===== src/rtl/sort_mem_controller.sv =====
// Memory arbiter plus in-place bubble-sort engine for the 8-bit data memory.
// Idle: CPU signals pass straight to memory. After start: engine owns the port until done.
module sort_mem_controller #(
    parameter int DW       = 8,
    parameter int AW       = 8,
    parameter int ADDR_N   = 2,
    parameter int BASE_VEC = 4,
    parameter int MAX_LEN  = 12
) (
    input  logic          clock,
    input  logic          resetn,
    input  logic          start,
    input  logic          cpu_write,
    input  logic          cpu_read,
    input  logic [AW-1:0] cpu_index,
    input  logic [DW-1:0] cpu_dado_in,
    output logic [DW-1:0] cpu_dado_out,
    output logic          cpu_wait,
    output logic          mem_write,
    output logic          mem_read,
    output logic [AW-1:0] mem_index,
    output logic [DW-1:0] mem_dado_out,
    input  logic [DW-1:0] mem_dado_in,
    output logic          busy,
    output logic          done,
    output logic          err,
    output logic [7:0]    swap_count
);

    typedef enum logic [2:0] {
        S_IDLE,
        S_LOAD_N,
        S_READ_A,
        S_READ_B,
        S_WRITE_A,
        S_WRITE_B,
        S_PASS_END,
        S_DONE
    } state_t;

    state_t        state;
    logic [DW-1:0] a;
    logic [DW-1:0] b;
    logic [DW-1:0] n;
    logic [AW-1:0] i;
    logic [AW-1:0] j;
    logic          swapped;

    logic [AW-1:0] n_idx;
    logic [AW-1:0] j_inc;
    logic [AW-1:0] pass_limit;
    logic          more_pairs;
    logic          last_pass;
    logic [AW-1:0] vec_j;
    logic [AW-1:0] vec_j1;

    // Pass i compares pairs j = 0 .. n-2-i; the last pass is i = n-2.
    assign n_idx      = AW'(n);
    assign j_inc      = j + AW'(1);
    assign pass_limit = n_idx - AW'(1) - i;
    assign more_pairs = (j_inc < pass_limit);
    assign last_pass  = ((i + AW'(1)) == (n_idx - AW'(1)));
    assign vec_j      = AW'(BASE_VEC) + j;
    assign vec_j1     = vec_j + AW'(1);

    assign cpu_wait = busy;

    always_comb begin
        mem_write    = 1'b0;
        mem_read     = 1'b0;
        mem_index    = '0;
        mem_dado_out = '0;
        cpu_dado_out = '0;
        unique case (state)
            S_IDLE: begin
                mem_write    = cpu_write;
                mem_read     = cpu_read;
                mem_index    = cpu_index;
                mem_dado_out = cpu_dado_in;
                cpu_dado_out = mem_dado_in;
            end
            S_LOAD_N: begin
                mem_read  = 1'b1;
                mem_index = AW'(ADDR_N);
            end
            S_READ_A: begin
                mem_read  = 1'b1;
                mem_index = vec_j;
            end
            S_READ_B: begin
                mem_read  = 1'b1;
                mem_index = vec_j1;
            end
            S_WRITE_A: begin
                mem_write    = 1'b1;
                mem_index    = vec_j;
                mem_dado_out = b;
            end
            S_WRITE_B: begin
                mem_write    = 1'b1;
                mem_index    = vec_j1;
                mem_dado_out = a;
            end
            default: begin
                mem_write = 1'b0;
            end
        endcase
    end

    // busy and done are registered alongside the state transition that produces them.
    always_ff @(posedge clock or negedge resetn) begin
        if (!resetn) begin
            state      <= S_IDLE;
            busy       <= 1'b0;
            done       <= 1'b0;
            err        <= 1'b0;
            swap_count <= 8'd0;
            a          <= '0;
            b          <= '0;
            n          <= '0;
            i          <= '0;
            j          <= '0;
            swapped    <= 1'b0;
        end else begin
            done <= 1'b0;
            unique case (state)
                S_IDLE: begin
                    if (start) begin
                        err        <= 1'b0;
                        swap_count <= 8'd0;
                        i          <= '0;
                        j          <= '0;
                        swapped    <= 1'b0;
                        busy       <= 1'b1;
                        state      <= S_LOAD_N;
                    end
                end
                S_LOAD_N: begin
                    n <= mem_dado_in;
                    if (mem_dado_in > DW'(MAX_LEN)) begin
                        err   <= 1'b1;
                        done  <= 1'b1;
                        state <= S_DONE;
                    end else if (mem_dado_in < DW'(2)) begin
                        done  <= 1'b1;
                        state <= S_DONE;
                    end else begin
                        state <= S_READ_A;
                    end
                end
                S_READ_A: begin
                    a     <= mem_dado_in;
                    state <= S_READ_B;
                end
                S_READ_B: begin
                    b <= mem_dado_in;
                    if (a > mem_dado_in) begin
                        state <= S_WRITE_A;
                    end else if (more_pairs) begin
                        j     <= j_inc;
                        state <= S_READ_A;
                    end else begin
                        state <= S_PASS_END;
                    end
                end
                S_WRITE_A: begin
                    state <= S_WRITE_B;
                end
                S_WRITE_B: begin
                    swapped <= 1'b1;
                    if (swap_count != 8'hFF) begin
                        swap_count <= swap_count + 8'd1;
                    end
                    if (more_pairs) begin
                        j     <= j_inc;
                        state <= S_READ_A;
                    end else begin
                        state <= S_PASS_END;
                    end
                end
                S_PASS_END: begin
                    if (!swapped || last_pass) begin
                        done  <= 1'b1;
                        state <= S_DONE;
                    end else begin
                        i       <= i + AW'(1);
                        j       <= '0;
                        swapped <= 1'b0;
                        state   <= S_READ_A;
                    end
                end
                default: begin
                    busy  <= 1'b0;
                    state <= S_IDLE;
                end
            endcase
        end
    end

endmodule


===== config.mk =====
export PLATFORM = sky130hd
export DESIGN_NAME = sort_mem_controller
export DESIGN_NICKNAME = d
export VERILOG_FILES = /design/src/rtl/sort_mem_controller.sv
export SDC_FILE = /design/constraint.sdc
export NUM_CORES = 1
export LEC_CHECK = 0
export CORE_MARGIN = 5
export CORE_UTILIZATION = 45
export DETAILED_ROUTE_END_ITERATION = 10
export PLACE_DENSITY = 0.8
export SLEW_MARGIN = 25
export SYNTH_ARGS = -nofsm -noshare
export SYNTH_HDL_FRONTEND = slang
export SYNTH_SLANG_ARGS = --single-unit

===== constraint.sdc =====
create_clock -name clock -period 12.7 [get_ports clock]
set_clock_uncertainty 0.2 [all_clocks]
set_input_delay 2.54 -clock clock [delete_from_list [all_inputs] [get_ports clock]]
set_output_delay 2.54 -clock clock [all_outputs]
set_load 0.01 [all_outputs]

==> impl_metrics.py <==
metrics = {
    "status": {
        "status": "complete, no violations",
    },
    "placement": {
        "place_hpwl_um": 7688,
        "port_buffers": 66,
        "dp_cells": 633,
        "gp_congestion": 0.8782,
    },
    "setup_path": {
        "worstSetupStartpointType": "input port",
        "crit_top_cell": "clkdlybuf4s50_1",
        "critPathRequiredTime_ns": 9.96,
        "critPathMaxStageDelay_ns": 0.59,
        "cp-end-kind": "primary output",
        "path_class": "input port to primary output",
        "arrival_ns": 4.09,
        "crit_chain": "clkdlybuf4s50_1 > nand2_1 > a22o_1 > a221oi_1 > clkdlybuf4s50_1",
        "cp_max_fo": 1,
        "critPathSlowestCell": "clkdlybuf4s50_1",
    },
    "route": {
        "wl_um": 10340,
        "ant_nets": 0,
        "detail_route.wl_per_cell_um": 16.12,
        "vias_per_cell": 5.612,
        "drcViolationCount": 0,
        "drt-pass1-iter-count": 5,
        "vias": 3597,
        "drtIter0Drc": 249,
    },
    "synth": {
        "synth_ff_type": "dfrtp_1",
        "yosys-top-cells-area": "dfrtp_1 34%, ha_1 8.6%, mux2_2 4.9%",
        "synth-edff-count": 0,
        "yosysTopAreaCellShare_pct": 33.60,
        "synth_cells": 474,
        "synth_warnings": 0,
        "synth_area_mm2": 0.004096,
        "ys_seq_area_share_pct": 33.60,
        "syn-num-nets": 532,
        "synth_seq_cells": 55,
        "synth_cell_type_count": 53,
        "synth_area_leader_cell": "dfrtp_1",
        "synth.avg_cell_area_um2": 8.642,
        "async_reset_ff_share_pct": 100.0,
    },
    "final_layout": {
        "final_nets": 590,
        "layout_commonest_cell": "clkdlybuf4s50_1",
        "fill_cells": 774,
        "n_antenna_cell": 0,
        "area_growth_pct": 21.14,
        "layout_common_cells": "65 x clkdlybuf4s50_1, 55 x dfrtp_1, 52 x nand2_1",
        "finalNonFillerCells": 641,
        "post-route-util_pct": 56.35,
        "drive_above_1_share_pct": 7.317,
    },
    "die": {
        "io_pins": 67,
        "rows": 34,
        "die_y_um": 105.4,
        "dieArea_mm2": 0.01111,
        "core_area_mm2": 0.008806,
        "die_w_um": 105.4,
        "start_util_pct": 46.52,
    },
    "timing": {
        "tightest_slew_ns": 0.8581,
        "fin_crit_sh_pct": 53.76,
        "fmax_mhz": 146.5,
        "fin_crit_ns": 6.828,
        "hold_violations": 0,
        "rsz0062_at_grt": "no",
        "drv_slew": 0,
        "setup_viol": 0,
        "relSlewSlack_pct": 42.58,
        "setup_tns_ns": 0,
    },
    "clock_tree": {
        "ctsHoldBuffers": 0,
        "clk_path_buf_depth": 2,
        "htree_num_levels": 2,
        "clock-root-buffer": "clkbuf_8",
        "postCtsSetupRepairBufs": 0,
        "clock_sinks": 55,
        "cts-resized-gates": 0,
        "tritoncts": "done",
        "worstSkewPairLatency_ns": 0.33,
        "numCtsBuffers": 5,
        "clk_pin_slew_ns": 0.10,
    },
    "grt": {
        "grt_usage_pct": 19.00,
        "grt_pass1_vias": 3599,
        "grt_pass1_wl_um": 17500,
        "grt_max_degree": 56,
        "overflow": 0,
        "antenna_found_initial": 0,
    },
    "job": {
        "maxCapViolations": 0,
    },
    "power": {
        "p_per_area_mw_per_mm2": 246.2,
        "p_leak_nw": 2.119,
        "ir_worst_vdd_mv": 0.1197,
    },
    "worst_hold_path": {
        "hold_path_class": "flop to flop",
    },
}
flip-flops by register name, summed over array words and instances (netlist names):
| register | flops |
|---|---|
| swap_count | 8 |
| a | 8 |
| i | 8 |
| state | 3 |
| err | 1 |
| done | 1 |
| j | 8 |
| busy | 1 |
| b | 8 |
| n | 8 |
| swapped | 1 |
synth_stat cells, drive strengths merged, types with 16 or more instances:
library cell  number
mux2              19
nor2              52
a21oi             26
ha                28
xor2              20
dfrtp             55
inv               25
xnor2             20
nand2             52
o21ai             31
mux2i             16
report_power, final:
part / total, W / switching [W] / internal [W] / leakage (nW)
Clock: 0.000127 / 0.0000629 / 0.0000640 / 0.0612
Combinational: 0.000776 / 0.000409 / 0.000368 / 1.36
Sequential: 0.000318 / 0.0000735 / 0.000245 / 0.698
final cells by class:
type,count,area (um2),area share [%]
Clock buffer,6,82.58,1.664
Clock inverter,2,35.03,0.7060
Inverter,26,97.59,1.967
Multi-Input combinational cell,373,2542,51.24
Sequential cell,55,1376,27.74
Tap cell,108,135.1,2.723
Timing Repair Buffer,71,693.2,13.97
logic make-up after synthesis:
group	count (synthesis)	synth area share, %
buf+inv	46	4.337
simple gates	170	19.82
flops	55	33.60
compound gates	99	15.24
fa+ha+maj	29	9.041
mux	35	9.224
xor+xnor	40	8.736
per-stage QoR:
stage          hold slack (ns)  instance area (um2)  setup slack, ns   power, W
2_1_floorplan           0.2492                 4096            6.817  0.0008446
3_3_place_gp            0.2635                 4845            5.882   0.001069
3_5_place_dp            0.2693                 4845            5.862   0.001094
4_1_cts                 0.2921                 4962            5.859   0.001225
5_1_grt                 0.3165                 4962            5.792   0.001332
6_report                0.2892                 4962            5.872   0.001222
layer usage:
| layer | GRT usage (%) | part of all wire, % | vias to the layer above |
|---|---|---|---|
| li1 | - | - | 1776 |
| met1 | 25.26 | 47 | 1713 |
| met4 | 5.436 | 1.6 | 0 |
| met2 | 31.83 | 47 | 95 |
| met5 | 0 | 0 | - |
| met3 | 3.240 | 4.6 | 13 |
worst max-delay path, delay by kind of cell:
family	cells	cell delay, ns
buffers and inverters	2	1.05
AOI/OAI and AO/OA	2	0.46
and+or+nand+nor	1	0.05
worst paths after layout:
path                                  start          endpoint  slack [ns]  cells after the start
max reg2reg                n[0]$_DFFE_PN0P_  j[7]$_DFFE_PN0P_        7.63                     18
max                            cpu_index[2]      mem_index[2]        5.87                      5
min                        b[6]$_DFFE_PN0P_  b[6]$_DFFE_PN0P_        0.29                      2
min in group asynchronous            resetn   err$_DFFE_PN0P_        2.14                      2
max in group asynchronous            resetn  a[0]$_DFFE_PN0P_        9.69                      2
min reg2reg                b[6]$_DFFE_PN0P_  b[6]$_DFFE_PN0P_        0.29                      2
Power figures use the tool's default switching activity.
